File: src/rtl/lsu_pkg.sv
// Shared types and encodings for the load/store unit.
package lsu_pkg;

  typedef enum logic [1:0] {
    ST_IDLE     = 2'b00,
    ST_REQ      = 2'b01,
    ST_WAIT_RSP = 2'b10,
    ST_DONE     = 2'b11
  } lsu_state_e;

  localparam logic [2:0] F3_B  = 3'b000;
  localparam logic [2:0] F3_H  = 3'b001;
  localparam logic [2:0] F3_W  = 3'b010;
  localparam logic [2:0] F3_BU = 3'b100;
  localparam logic [2:0] F3_HU = 3'b101;

  localparam logic [1:0] CAUSE_NONE     = 2'b00;
  localparam logic [1:0] CAUSE_MISALIGN = 2'b01;
  localparam logic [1:0] CAUSE_SIZE     = 2'b10;
  localparam logic [1:0] CAUSE_TIMEOUT  = 2'b11;

endpackage

File: src/rtl/lsu_align.sv
// Combinational lane logic: request checks on the live inputs, store lane
// replication / byte enables and load extraction on the captured access.
module lsu_align
  import lsu_pkg::*;
(
  input  logic        chk_we,
  input  logic [2:0]  chk_funct3,
  input  logic [1:0]  chk_addr_lo,
  output logic        bad_size,
  output logic        misalign,
  input  logic        we,
  input  logic [2:0]  funct3,
  input  logic [1:0]  addr_lo,
  input  logic [31:0] wdata,
  input  logic [31:0] rdata_raw,
  output logic [31:0] wdata_lanes,
  output logic [3:0]  wstrb,
  output logic [31:0] rdata_ext
);

  logic [7:0]  byte_sel;
  logic [15:0] half_sel;

  // Size legality and natural alignment of the incoming request
  always_comb begin
    if (chk_we) bad_size = (chk_funct3 > F3_W);
    else        bad_size = (chk_funct3 == 3'b011) || (chk_funct3 == 3'b110) ||
                           (chk_funct3 == 3'b111);
    case (chk_funct3)
      F3_H, F3_HU: misalign = chk_addr_lo[0];
      F3_W:        misalign = (chk_addr_lo != 2'b00);
      default:     misalign = 1'b0;
    endcase
  end

  // Replicate store data across lanes and enable only the addressed bytes
  always_comb begin
    wdata_lanes = wdata;
    wstrb       = 4'b1111;
    case (funct3)
      F3_B: begin
        wdata_lanes = {4{wdata[7:0]}};
        wstrb       = 4'b0001 << addr_lo;
      end
      F3_H: begin
        wdata_lanes = {2{wdata[15:0]}};
        wstrb       = 4'b0011 << {addr_lo[1], 1'b0};
      end
      default: wstrb = 4'b1111;
    endcase
    if (!we) wstrb = 4'b0000;
  end

  // Pick the addressed byte/halfword from the read word and extend it
  always_comb begin
    byte_sel = rdata_raw[{addr_lo, 3'b000} +: 8];
    half_sel = addr_lo[1] ? rdata_raw[31:16] : rdata_raw[15:0];
    case (funct3)
      F3_B:    rdata_ext = {{24{byte_sel[7]}}, byte_sel};
      F3_BU:   rdata_ext = {24'b0, byte_sel};
      F3_H:    rdata_ext = {{16{half_sel[15]}}, half_sel};
      F3_HU:   rdata_ext = {16'b0, half_sel};
      default: rdata_ext = rdata_raw;
    endcase
  end

endmodule

File: src/rtl/load_store_unit.sv
// Load/store unit: turns one mem_read/mem_write into a single valid/ready bus
// transaction, stalling the pipeline until it completes, faults or times out.
//
//   state       | meaning
//   ST_IDLE     | waiting for a request; faulting requests are reported here
//   ST_REQ      | bus_req_valid high, waiting for bus_req_ready
//   ST_WAIT_RSP | request accepted, waiting for bus_rsp_valid
//   ST_DONE     | one cycle: load_valid or timeout fault, pipeline released
module load_store_unit
  import lsu_pkg::*;
#(
  parameter int XLEN           = 32,
  parameter int TIMEOUT_CYCLES = 255,
  parameter int CNT_W          = 8
) (
  input  logic            clock,
  input  logic            reset_n,
  input  logic            mem_read,
  input  logic            mem_write,
  input  logic [2:0]      funct3,
  input  logic [XLEN-1:0] addr,
  input  logic [XLEN-1:0] wdata,
  output logic            stall,
  output logic            load_valid,
  output logic [XLEN-1:0] rdata,
  output logic            fault,
  output logic [1:0]      fault_cause,
  output logic            bus_req_valid,
  input  logic            bus_req_ready,
  output logic            bus_we,
  output logic [XLEN-1:0] bus_addr,
  output logic [XLEN-1:0] bus_wdata,
  output logic [3:0]      bus_wstrb,
  input  logic            bus_rsp_valid,
  input  logic [XLEN-1:0] bus_rdata
);

  lsu_state_e      state_q, state_d;
  logic [CNT_W-1:0] cnt_q;
  logic            we_q, to_q;
  logic [2:0]      f3_q;
  logic [XLEN-1:0] addr_q, wdata_q, rdata_q;
  logic            bad_size, misalign, req, req_fault, req_ok, timeout_hit;
  logic [XLEN-1:0] wdata_lanes, rdata_ext;
  logic [3:0]      wstrb;

  assign req         = mem_read | mem_write;
  assign req_fault   = req & (bad_size | misalign);
  assign req_ok      = req & ~(bad_size | misalign);
  // Hit on the last counted cycle so DONE follows exactly TIMEOUT_CYCLES cycles
  assign timeout_hit = (cnt_q == CNT_W'(TIMEOUT_CYCLES - 1));

  // Write wins when both strobes are high, so mem_write alone selects the op
  lsu_align u_align (
    .chk_we      (mem_write),
    .chk_funct3  (funct3),
    .chk_addr_lo (addr[1:0]),
    .bad_size    (bad_size),
    .misalign    (misalign),
    .we          (we_q),
    .funct3      (f3_q),
    .addr_lo     (addr_q[1:0]),
    .wdata       (wdata_q),
    .rdata_raw   (bus_rdata),
    .wdata_lanes (wdata_lanes),
    .wstrb       (wstrb),
    .rdata_ext   (rdata_ext)
  );

  // State register
  always_ff @(posedge clock or negedge reset_n) begin
    if (!reset_n) state_q <= ST_IDLE;
    else          state_q <= state_d;
  end

  // Next-state logic; a response in the final counted cycle still completes
  always_comb begin
    state_d = state_q;
    case (state_q)
      ST_IDLE:     if (req_ok) state_d = ST_REQ;
      ST_REQ: begin
        if (timeout_hit)        state_d = ST_DONE;
        else if (bus_req_ready) state_d = ST_WAIT_RSP;
      end
      ST_WAIT_RSP: if (bus_rsp_valid || timeout_hit) state_d = ST_DONE;
      default:     state_d = ST_IDLE;
    endcase
  end

  // Capture the access, run the timeout counter and latch load results
  always_ff @(posedge clock or negedge reset_n) begin
    if (!reset_n) begin
      cnt_q   <= '0;
      we_q    <= 1'b0;
      to_q    <= 1'b0;
      f3_q    <= 3'b000;
      addr_q  <= '0;
      wdata_q <= '0;
      rdata_q <= '0;
    end else begin
      case (state_q)
        ST_IDLE: begin
          if (req_ok) begin
            cnt_q   <= '0;
            we_q    <= mem_write;
            to_q    <= 1'b0;
            f3_q    <= funct3;
            addr_q  <= addr;
            wdata_q <= wdata;
          end
        end
        ST_REQ: begin
          cnt_q <= cnt_q + CNT_W'(1);
          if (timeout_hit) to_q <= 1'b1;
        end
        ST_WAIT_RSP: begin
          cnt_q <= cnt_q + CNT_W'(1);
          if (bus_rsp_valid) begin
            if (!we_q) rdata_q <= rdata_ext;
          end else if (timeout_hit) begin
            to_q <= 1'b1;
          end
        end
        default: ;
      endcase
    end
  end

  // Outputs; the IDLE terms are combinational on inputs, so reset forces them low
  always_comb begin
    stall         = 1'b0;
    load_valid    = 1'b0;
    fault         = 1'b0;
    fault_cause   = CAUSE_NONE;
    bus_req_valid = 1'b0;
    case (state_q)
      ST_IDLE: begin
        if (req_fault) begin
          fault       = 1'b1;
          fault_cause = bad_size ? CAUSE_SIZE : CAUSE_MISALIGN;
        end else if (req_ok) begin
          stall = 1'b1;
        end
      end
      ST_REQ: begin
        stall         = 1'b1;
        bus_req_valid = 1'b1;
      end
      ST_WAIT_RSP: stall = 1'b1;
      default: begin
        if (to_q) begin
          fault       = 1'b1;
          fault_cause = CAUSE_TIMEOUT;
        end else begin
          load_valid = ~we_q;
        end
      end
    endcase
    if (!reset_n) begin
      stall       = 1'b0;
      fault       = 1'b0;
      fault_cause = CAUSE_NONE;
    end
  end

  assign bus_we    = we_q;
  assign bus_addr  = {addr_q[XLEN-1:2], 2'b00};
  assign bus_wdata = wdata_lanes;
  assign bus_wstrb = wstrb;
  assign rdata     = rdata_q;

endmodule

File: config.mk
export PLATFORM = sky130hd
export DESIGN_NAME = load_store_unit
export DESIGN_NICKNAME = d
export VERILOG_FILES = /design/src/rtl/lsu_pkg.sv /design/src/rtl/lsu_align.sv /design/src/rtl/load_store_unit.sv
export SDC_FILE = /design/constraint.sdc
export NUM_CORES = 1
export LEC_CHECK = 0
export BUFFER_PORTS_ARGS = -buffer_cell sky130_fd_sc_hd__buf_4
export CAP_MARGIN = 20
export CORE_MARGIN = 10
export CORE_UTILIZATION = 35
export CTS_CLUSTER_DIAMETER = 50
export DETAILED_ROUTE_END_ITERATION = 16
export SYNTH_ARGS = -nofsm -noshare
export SYNTH_HDL_FRONTEND = slang
export SYNTH_SLANG_ARGS = --single-unit
File: constraint.sdc
create_clock -name clock -period 2.3 [get_ports clock]
set_input_delay 0.575 -clock clock [delete_from_list [all_inputs] [get_ports clock]]
set_output_delay 0.575 -clock clock [all_outputs]
set_load 0.005 [all_outputs]
== After elaboration in Yosys (flattened, before gate mapping) ==
Cells that the tools add are included.
Cells by class
  order comparisons: 1
  equality and inequality tests: 16
  shift-type cells: 3
  muxes and demuxes: 34
  $add $sub $neg: 1
  bitwise operators: 6
  reduce and logical (&&, ||, !) cells: 16
Operators with widths (number)
  case mux 32 bit (4 select lines): 1
  case mux 32 bit (2 select lines): 1
  variable part select 32 x 6 -> 8 bit: 1
  two-way mux 16 bit: 1
  two-way mux 2 bit: 8
  case mux 8 bit (2 select lines): 1
  == test 3 bit (second input constant): 5
  two-way mux 1 bit: 13
  AND reduction 3 bit: 3
  adder 8 x 1 -> 8 bit (second input constant): 1
  == test 8 bit (second input constant): 1
  two-way mux 8 bit: 1
  case mux 4 bit (2 select lines): 1
  == test 3 x 1 -> 1 bit (second input constant): 2
  == test 3 x 2 -> 1 bit (second input constant): 2
  inequality test 2 bit (second input constant): 3
  case mux 1 bit (2 select lines): 3
  case mux 2 bit (3 select lines): 1
  two-way mux 4 bit: 1
  case mux 2 bit (2 select lines): 1
  AND reduction 2 bit: 2
  nonzero test 2 bit: 2
  OR reduction 2 bit: 2
  left shift 1 x 2 -> 4 bit (first input constant): 1
  other kinds (14): 19
Word-level totals
  logic and storage cells: 85
  register bits: 111
  input port bits: 105
  output and inout bits: 107

== Longest topological paths before layout ==
Gate-level depths: netlist (run 1).
  depth after elaboration: 11
  depth in mapped cells: 8
  gate-level depth less buffers: 6

== Cells and area by module ==
A second synthesis (run 1) with hierarchy kept.
Second synthesis, totals
  cell total of the unflattened synthesis: 526
  area total of the unflattened synthesis: 5874.4 um^2
Modules (own cells, without submodules)
  load_store_unit: times used 1, sequential area each 2777.7 um^2, area each 4680.7 um^2, cells each 330
  lsu_align: times used 1, sequential area each 0.0 um^2, area each 1193.6 um^2, cells each 196

== Least setup slack after synthesis (run 1) ==
Ideal clock, no wire load.
  path kind: in2out
  start point: input port funct3[2]
  end point: output port stall
  cell stages on the path: 5
  required time: 1.725 ns
  data arrival time: 1.737 ns
  path buffers: 2
  path slack: -0.012 ns
  path through: nor4_1 > o21ai_1 > clkbuf_1 > clkbuf_1 > a21oi_1
Between the ends
  word-level cells in the longest chain between the ends: 11
  elaborated cells between the ends (all ways): 20
  those cells by class: order compare (1); eq/ne (6); mux (6); bitwise (4); reduce/logical (3)
Ends and longest elaborated chain
  start, declared: line load_store_unit.sv:20  | input logic [2:0] funct3,
  parallel branches: the longest is 4 deep, another holds == test 3 x 1 -> 1 bit
  bitwise OR 1 bit (*): line load_store_unit.sv:48, load_store_unit.sv:49
  inverter 1 bit: line load_store_unit.sv:49  | assign req_ok = req & ~(bad_size | misalign);
  bitwise AND 1 bit: line load_store_unit.sv:49
  two-way mux 1 bit: line load_store_unit.sv:141  | end else if (req_ok) begin
  two-way mux 1 bit (*): line load_store_unit.sv:138  | if (req_fault) begin
  case mux 1 bit (2 select lines) (*): line load_store_unit.sv:136  | case (state_q)
  two-way mux 1 bit (*): line load_store_unit.sv:159  | if (!reset_n) begin
  end, declared: line load_store_unit.sv:23  | output logic stall,
Every way passes the cells marked *.

== Final worst setup path (run 1) ==
  start point: input port mem_write
  end point: output port fault_cause[0]
Between the ends
  word-level cells in the longest chain between the ends: 6
  elaborated cells between the ends (all ways): 8
  those cells by class: mux (5); bitwise (3)
Ends and longest elaborated chain
  start, declared: line load_store_unit.sv:19  | input logic mem_write,
  two-way mux 1 bit: line lsu_align.sv:26  | if (chk_we) bad_size = (chk_funct3 > F3_W);
  bitwise OR 1 bit: line load_store_unit.sv:48  | assign req_fault = req & (bad_size | misalign);
  bitwise AND 1 bit: line load_store_unit.sv:48
  two-way mux 2 bit (*): line load_store_unit.sv:138
  case mux 2 bit (2 select lines) (*): line load_store_unit.sv:136
  two-way mux 2 bit (*): line load_store_unit.sv:159
  end, declared: line load_store_unit.sv:27  | output logic [1:0] fault_cause,
Mark *: on every way between the ends. The rest lies on a longest branch, timed or not.

==> results of run 1 <==
-- Yosys cell counts (4+ instances only) --
master,n
mux2i_1,12
a22oi_1,8
dfrtp_1,111
nand2_1,250
nand3_1,38
nand2b_1,8
mux2_2,24
or4_1,4
o21ai_0,26
o31ai_1,6
clkbuf_1,36
nor2_1,18
buf_4,40
a21oi_1,13
inv_1,10
ha_1,6
and2_1,4
-- final cells by class --
| type | instances | area share, % |
|---|---|---|
| flip-flops and latches | 111 | 35.2 |
| multi-input cells | 470 | 32.8 |
| repair buffers | 247 | 24.3 |
| well taps | 216 | 3.43 |
| clock buffers | 10 | 2.90 |
| clock inverters | 6 | 0.857 |
| inverters | 10 | 0.523 |
-- per-layer routing --
layer  vias up  wire length, um  GRT usage (%)
met5         -                0              0
met4         0              254           4.81
met3        16             1490           5.22
met2       152             8540           25.5
met1      2412             8330           21.6
li1       2547                -              -
-- metrics by stage --
step,hold slack [ns],util [%],TNS (ns)
6_report,0.304,49.3,0
4_1_cts,0.388,48.7,-0.0533
3_3_place_gp,0.455,46.5,-0.119
3_5_place_dp,0.459,46.5,-0.222
2_1_floorplan,0.279,-,0
5_1_grt,0.401,49.3,-0.179
-- flip-flops by register name, summed over array words and instances, names as in the netlist --
register  flops
to_q          1
cnt_q         8
wdata_q      32
bus_we        1
f3_q          3
rdata        32
state_q       2
addr_q       32
-- where the power goes --
group / internal, W / switching, W
combinational: 0.00282 / 0.00262
sequential: 0.00286 / 0.000685
clock: 0.000853 / 0.000759
total: 0.00654 / 0.00407
-- worst register-to-register path: cells and delay by family, from the launching register on --
kind	cells	cell delay [ns]
buf+inv	3	0.46
simple gates	2	0.47
fa+ha+maj	1	0.18
flops	1	0.42
compound gates	1	0.40
-- how the worst max path moves through the flow --
stage	start	end	depth (start not counted)
final	mem_write	fault_cause[0]	6
after global routing	state_q[0]	fault_cause[0]	7
after CTS	state_q[0]	fault_cause[0]	7
after detailed placement	funct3[2]	cnt_q[2]	6
after global placement	funct3[2]	cnt_q[2]	6
after floorplan	state_q[0]	stall	7
-- repair_timing --
item / 4_1_cts / 5_1_grt
hold buffers: 0 / 0
gates cloned: 0 / 1
pin swaps: 1 / 4
setup endpoints to repair: 13 / 13
buffers inserted: 4 / 5
resized for setup: 8 / 11
-- cell families after synthesis --
kind of cell	Yosys count	share of synthesized area, %
AO/OA/AOI/OAI	89	10.5
multiplexers	37	7.19
other	1	0.0653
AND/OR/NAND/NOR	336	24.3
adder cells (fa/ha/maj)	6	1.31
buffers and inverters	86	8.24
flip-flops	111	48.4
==> results.toml, run 1 <==
[drt]
wire_per_inst_um = 17.4
vias = 5127
drt-initial-drc-count = 304
wl_um = 18600
drtPass1Iterations = 4
drtAntennaViolNets = 0
drcViolationCount = 0
vias_per_cell = 4.79

[layout]
design_area_mm2 = 0.00789
fillers = 1589
drive_above_1_share_pct = 36.2
antennaDiodeCount = 0
instances_no_fill = 1070
multiInputGateArea_mm2 = 0.00259
final_common_cell = "nand2_1"
layout_common_cells = "nand2_1, buf_4, dfrtp_1"
regArea_mm2 = 0.00278
nets = 960
area_delta_synth_final_pct = 37.4

[floorplan]
initial_core_util_pct = 35.9
rows = 46
core_mm2 = 0.0160
io_pins = 212
die_area_mm2 = 0.0219
die_w_um = 148
fp.dieH_um = 148

[clock_network]
clk_pin_slew_worst_paths_ns = 0.07
cts_root_buffer = "clkbuf_16"
cts_tree = "done"
clock_latency_ns = 0.35
cts_made_buffers = 9
htree_num_levels = 3
cts_buffer_depth = 2
cts_sinks = 111

[placed_design]
dpl-instance-area_mm2 = 0.00743
dpl.cell_count = 1044
hpwlAfterDp_um = 13600
place_ws_ns = -0.0587
gp_congestion = 0.841
portBuffers = 209

[worst_setup_path]
path_buf_inv = 2
cp_slowest_cell = "a221oi_2"
critical_path_class = "input port to output pin"
path_delay_family = "compound AO/OA/AOI/OAI gates"
crit_path_start_kind = "input port"
critPathMaxFanout = 7
timing.rr.end = "rdata[3]"
path_cells = "buf_4 -> a221oi_2 -> o41ai_2 -> and2_1 -> nor2b_1 -> buf_4"
reg2reg_from = "state_q[0]"
max_stage_delay_ns = 0.44
cp-end-kind = "output pin"
required_ns = 1.73
arrival_ns = 1.72
reg2regPathDepth = 7
reg2reg_setup_slack_ns = 0.26
crit_top_cell = "buf_4"

[pwr]
ir_drop_v = 0.000478
p_leak_nw = 4.05
p_per_area_mw_per_mm2 = 1340
p_total_w = 0.0106

[timing]
fin_crit_sh_pct = 99.6
slew_headroom_pct = 55.4
rsz0062_at_grt = "true"
worst_slew_pin_slew_ns = 0.669
max_freq_ghz = 0.436
skew_ns = 0.0106
min_period_ns = 2.29
slew_violations = 0
setup_ws_ns = 0.00866
final_hold_viol_count = 0
setup_viol = 0

[global_routing]
grt_pass1_vias = 5237
grt_overflow = 0
grt_max_degree = 112
grt_pass1_wl_um = 29300
grt_usage_pct = 16.5
antenna_found_initial = 0

[synth]
ys_seq_elements = 111
syn_area_per_cell_um2 = 8.62
synth-main-ff-cell = "dfrtp_1"
synth_warnings = 0
synth_area_leaders = "dfrtp_1, nand2_1, buf_4, mux2_2, nand3_1"
synth_edf_count = 0
synth_area_mm2 = 0.00574
synth_seq_area_share_pct = 48.4
ys_types = 52
synth_top_area_share_pct = 48.4
ys_async_sr_fraction_pct = 100
postSynthCellCount = 666
synth_top_area_cell = "dfrtp_1"

[worst_hold_path]
hold_class = "input port to async pin"

[status]
status = "finished clean"

[flow_run]
max-cap-violations = 0
Note: power is estimated with default switching activity, not from simulation.
==> run 2: changes to the inputs <==
==> constraint.sdc (replaced) <==
create_clock -name clock -period 2.3 [get_ports clock]
set_input_delay 0.115 -clock clock [delete_from_list [all_inputs] [get_ports clock]]
set_output_delay 0.115 -clock clock [all_outputs]
set_load 0.005 [all_outputs]
==> run 2 against run 1 <==
- non-clock buffer count grew 41
- maximum frequency rose by 4.9%
- die area stayed put
- global-route usage is 0.76 points higher
- final cell count is 3.8% higher
- clock power decreased by 7%
- register-to-register slack about the same
- critical endpoint is now cnt_q[7]
==> results.toml, run 2 (same netlist as run 1, synthesis figures left out) <==
[drt]
drt-initial-drc-count = 431
wl_um = 19300
drcViolationCount = 0
wire_per_inst_um = 17.4
drtAntennaViolNets = 0
vias = 5423
vias_per_cell = 4.88
drtPass1Iterations = 4

[worst_setup_path]
critPathMaxFanout = 16
required_ns = 2.57
critical_path_class = "input port to flip-flop"
cp-end-kind = "flip-flop"
crit_path_start_kind = "input port"
arrival_ns = 2.45
reg2regPathDepth = 6

[floorplan]
io_pins = 212
die_area_mm2 = 0.0219
fp.dieH_um = 148
rows = 46
die_w_um = 148
core_mm2 = 0.0160
initial_core_util_pct = 35.9

[clock_network]
cts_root_buffer = "clkbuf_16"
cts_buffer_depth = 2
clock_latency_ns = 0.35
cts_sinks = 111
htree_num_levels = 3
cts_made_buffers = 9
clk_pin_slew_worst_paths_ns = 0.07
cts_tree = "done"

[global_routing]
grt_pass1_vias = 5639
antenna_found_initial = 1
grt_usage_pct = 17.2
grt_max_degree = 71
grt_overflow = 0
grt_pass1_wl_um = 30600

[timing]
min_period_ns = 2.18
slew_headroom_pct = 38.3
slew_violations = 0
max_freq_ghz = 0.458
fin_crit_sh_pct = 95.0
setup_ws_ns = 0.115
worst_slew_pin_slew_ns = 0.926
setup_tns_ns = 0
setup_viol = 0
rsz0062_at_grt = "false"
skew_ns = 0.00898
final_hold_viol_count = 0

[placed_design]
dpl.cell_count = 1031
place_ws_ns = 0.224
gp_congestion = 0.807
dpl-instance-area_mm2 = 0.00734
portBuffers = 209
hpwlAfterDp_um = 13600

[worst_hold_path]
hold_class = "input port to flip-flop"
hold_path_depth = 3

[layout]
area_delta_synth_final_pct = 43.8
fillers = 1537
layout_common_cells = "nand2_1, buf_4, dfrtp_1"
design_area_mm2 = 0.00825
nets = 1001
instances_no_fill = 1111
final_common_cell = "nand2_1"
drive_above_1_share_pct = 30.1

[status]
status = "finished clean"

[pwr]
p_leak_nw = 4.19
ir_drop_v = 0.000493
p_per_area_mw_per_mm2 = 1240

[flow_run]
max-cap-violations = 0
==> run 2: cell types whose count changed in the layout (fill, tap and decap cells not counted), sizes merged <==
cell / change
clkinvlp: -2
dlygate4sd3: +64
buf: -22
bufinv: -1
inv: +1
diode: +1
==> run 2: final cells by class <==
type	count	area, um2	area share (%)
sequential	111	2780	33.7
multi-input combinational	470	2520	30.5
timing repair buffer	288	2370	28.7
tap	216	270	3.27
clock buffer	11	243	2.94
inverter	10	37.5	0.455
clock inverter	4	30.0	0.364
antenna	1	2.50	0.0303
==> run 2: final timing paths <==
check                              end        start  slack (ns)
max                           cnt_q[7]      addr[0]        0.12
min reg2reg                wdata_q[20]  wdata_q[20]        0.48
min                            f3_q[2]    funct3[2]        0.01
min in group asynchronous   addr_q[26]      reset_n        0.54
max reg2reg                   cnt_q[7]   state_q[0]        0.25
max in group asynchronous  wdata_q[25]      reset_n        1.00
==> run 2: timing repair <==
item / 4_1_cts / 5_1_grt
buffers inserted: 0 / 0
resized for setup: 0 / 1
setup endpoints to repair: 0 / 1
endpoints found under the hold margin: 104 / 0
hold buffers: 64 / 0
==> run 2: routing by layer <==
| layer | up-vias | global-route usage [%] | routed length, um | share of wire [%] |
|---|---|---|---|---|
| li1 | 2622 | - | - | - |
| met1 | 2589 | 22.1 | 8510 | 44 |
| met2 | 190 | 27.0 | 8800 | 46 |
| met3 | 22 | 5.40 | 1640 | 8.5 |
| met4 | 0 | 5.55 | 352 | 1.8 |
| met5 | - | 0 | 0 | 0 |
==> run 2: report_power, final <==
part           switching, W  internal (W)
logic               0.00255       0.00265
clock network      0.000728      0.000767
registers          0.000688       0.00286
total               0.00397       0.00627
==> run 2: metrics by stage <==
stage	total power [W]	util [%]	hold slack [ns]
final	0.0102	51.6	0.0148
after global routing	0.0111	51.6	0.0192
after CTS	0.0104	51.6	0.00130
after detailed placement	0.00873	45.9	0.286
after global placement	0.00867	45.9	0.292
after floorplan	0.00637	-	-0.181
==> run 2: critical path: stages <==
cell and delay, ns:
dlygate4sd3_1 0.56, buf_4 0.16, or4_1 0.49, a31o_1 0.42, or4_1 0.55, a21boi_1 0.15
==> run 3: changes to the inputs <==
--- a/config.mk
+++ b/config.mk
@@ -13,4 +13,5 @@
 export DETAILED_ROUTE_END_ITERATION = 16
 export SYNTH_ARGS = -nofsm -noshare
 export SYNTH_HDL_FRONTEND = slang
+export SYNTH_HIERARCHICAL = 1
 export SYNTH_SLANG_ARGS = --single-unit
==> run 3 against run 2 <==
- maximum frequency rose by 1.9%
- largest cell class unchanged
- setup slack improved by 0.042 ns
- sequential power rose by 2%
- area after synthesis rose by 2.4%
- via count fell by 12%
- first-iteration DRC count fell by 46%
- synthesized cell count fell by 21%
- critical path type is now flip-flop to output pin
- clock skew rose by 0.0010 ns
- clock power rose by 8%
==> results.toml, run 3 <==
[synth]
yosysMostFrequentCell = "mux2_2"
ys_async_sr_fraction_pct = 100
synth_area_mm2 = 0.00587
synth_edf_count = 0
syn_area_per_cell_um2 = 11.2
synth_top_area_cell = "dfrtp_1"
synth_area_leaders = "dfrtp_1, mux2_2, buf_4, nand2_1, mux2i_1"
synth_seq_area_share_pct = 47.3
synth_warnings = 6
synth-main-ff-cell = "dfrtp_1"
ys_top_cells_by_count = "mux2_2, dfrtp_1, nand2_1"
postSynthCellCount = 526
ys_seq_elements = 111
ys_types = 43
synth_top_area_share_pct = 47.3

[drt]
drtAntennaViolNets = 0
vias = 4796
drtPass1Iterations = 4
drt-initial-drc-count = 233
drcViolationCount = 0
wl_um = 17700
vias_per_cell = 4.90
wire_per_inst_um = 18.1

[timing]
worst_slew_pin_slew_ns = 0.707
max_freq_ghz = 0.467
min_period_ns = 2.14
setup_tns_ns = 0
skew_ns = 0.00998
setup_viol = 0
slew_headroom_pct = 52.5
rsz0062_at_grt = "false"
slew_violations = 0
fin_crit_sh_pct = 93.2
final_hold_viol_count = 0

[clock_network]
cts_sinks = 111
cts_tree = "done"
clock_latency_ns = 0.35
htree_num_levels = 3
cts_root_buffer = "clkbuf_16"
clk_pin_slew_worst_paths_ns = 0.07
cts_made_buffers = 9
cts_buffer_depth = 2

[pwr]
p_per_area_mw_per_mm2 = 1310
ir_drop_v = 0.000580
p_sw_w = 0.00389
swShare_pct = 35.8
internal_power_w = 0.00699
clock_power_share_pct = 14.8
p_leak_nw = 3.97
pwr-share-comb_pct = 51.8
seq_power_share_pct = 33.4

[placed_design]
gp_congestion = 0.850
portBuffers = 209
hpwlAfterDp_um = 12900
dpl.cell_count = 902

[layout]
drive_above_1_share_pct = 47.4
layout_common_cells = "buf_4, mux2_2, dfrtp_1"
final_common_cell = "buf_4"
instances_no_fill = 978
antennaDiodeCount = 0
multiInputGateArea_mm2 = 0.00260
nets = 864
fillers = 1483
regArea_mm2 = 0.00278
area_delta_synth_final_pct = 41.9

[worst_setup_path]
path_delay_family = "buffers and inverters"
critPathMaxFanout = 34
reg2regPathDepth = 6
path_buf_inv = 3
critical_path_class = "flip-flop to output pin"
cp-end-kind = "output pin"
required_ns = 2.18
max_stage_delay_ns = 0.40
path_depth = 7
path_cells = "inv_1 -> ha_1 -> o21ai_1 -> nor2_4 -> buf_12 -> o211a_1 -> buf_4"
arrival_ns = 2.03
cp_slowest_cell = "dfrtp_1"
crit_path_start_kind = "flip-flop"

[worst_hold_path]
hold_path_depth = 2
hold_class = "input port to flip-flop"

[global_routing]
grt_usage_pct = 15.5
grt_pass1_wl_um = 28100
grt_pass1_vias = 5277
antenna_found_initial = 0
grt_overflow = 0
grt_max_degree = 107

[floorplan]
die_w_um = 150
rows = 47
fp.dieH_um = 150
io_pins = 212
initial_core_util_pct = 35.5
core_mm2 = 0.0165
die_area_mm2 = 0.0224

[status]
status = "finished clean"

[flow_run]
max-cap-violations = 0
-- run 3: cell count changes after synthesis, moves of 10 or more --
| cell | previous run | this run |
|---|---|---|
| mux2_2 | 24 | 116 |
| clkbuf_1 | 36 | 14 |
| o21ai_0 | 26 | 12 |
| a21oi_1 | 13 | 23 |
| nand3_1 | 38 | 6 |
| nand2_1 | 250 | 51 |
-- run 3: through the flow --
step / hold slack (ns) / setup slack [ns] / cell area, um2 / total power, W / utilization [%]
2_1_floorplan: -0.181 / 0.448 / 5880 / 0.00699 / -
3_3_place_gp: -0.0374 / 0.343 / 7430 / 0.00913 / 44.9
4_1_cts: 0.000716 / 0.0929 / 8330 / 0.0110 / 50.4
5_1_grt: 0.00542 / 0.00542 / 8330 / 0.0117 / 50.4
3_5_place_dp: -0.0349 / 0.300 / 7430 / 0.00927 / 44.9
6_report: 0.0117 / 0.157 / 8330 / 0.0109 / 50.4
-- run 3: path summary, 6_finish.rpt --
path / start / endpoint / slack [ns]
min: addr[30] / addr_q[30] / 0.01
min reg2reg: addr_q[23] / addr_q[23] / 0.51
max in group asynchronous: reset_n / cnt_q[1] / 1.30
max: state_q[0] / stall / 0.16
max reg2reg: state_q[0] / cnt_q[7] / 0.31
min in group asynchronous: reset_n / addr_q[22] / 0.20
-- run 3: cells by family (layout without fill, tap and decap cells) --
kind of cell / Yosys count / in the layout / share of synthesized area [%]
AOI/OAI and AO/OA: 75 / 75 / 8.43
xor gates and xnor gates: 1 / 1 / 0.149
adders and majority gates: 6 / 6 / 1.28
buffers and inverters: 85 / 316 / 8.65
DFF: 111 / 111 / 47.3
muxes: 133 / 133 / 25.3
other: 1 / 2 / 0.0638
and+or+nand+nor: 114 / 114 / 8.80
-- run 3: final cells by class --
cell class / instances / area share [%]
well taps: 220 / 3.30
inverters: 18 / 0.811
clock inverters: 6 / 0.916
repair buffers: 282 / 27.7
clock buffers: 10 / 2.75
flip-flops and latches: 111 / 33.3
multi-input cells: 331 / 31.2
-- run 3: power by group through the flow --
| stage | combinational (W) | sequential, W | clock, W |
|---|---|---|---|
| after detailed placement | 0.00562 | 0.00366 | 0 |
| after global placement | 0.00552 | 0.00362 | 0 |
| after CTS | 0.00571 | 0.00364 | 0.00167 |
| after floorplan | 0.00356 | 0.00343 | 0 |
| after global routing | 0.00618 | 0.00379 | 0.00175 |
| final | 0.00563 | 0.00363 | 0.00161 |
-- run 3: per-layer routing --
layer / vias to the layer above / GRT usage, % / wire, um
met5: - / 0 / 0
met4: 0 / 4.66 / 266
met3: 17 / 5.34 / 1700
met2: 197 / 25.8 / 8540
met1: 2341 / 18.6 / 7200
li1: 2241 / - / -
-- run 3: what timing repair did --
item                                    4_1_cts  5_1_grt
resized for setup                             0        0
hold buffers                                 60        0
setup buffers                                 0        0
endpoints found under the setup margin        0        1
hold endpoints to repair                     64        0
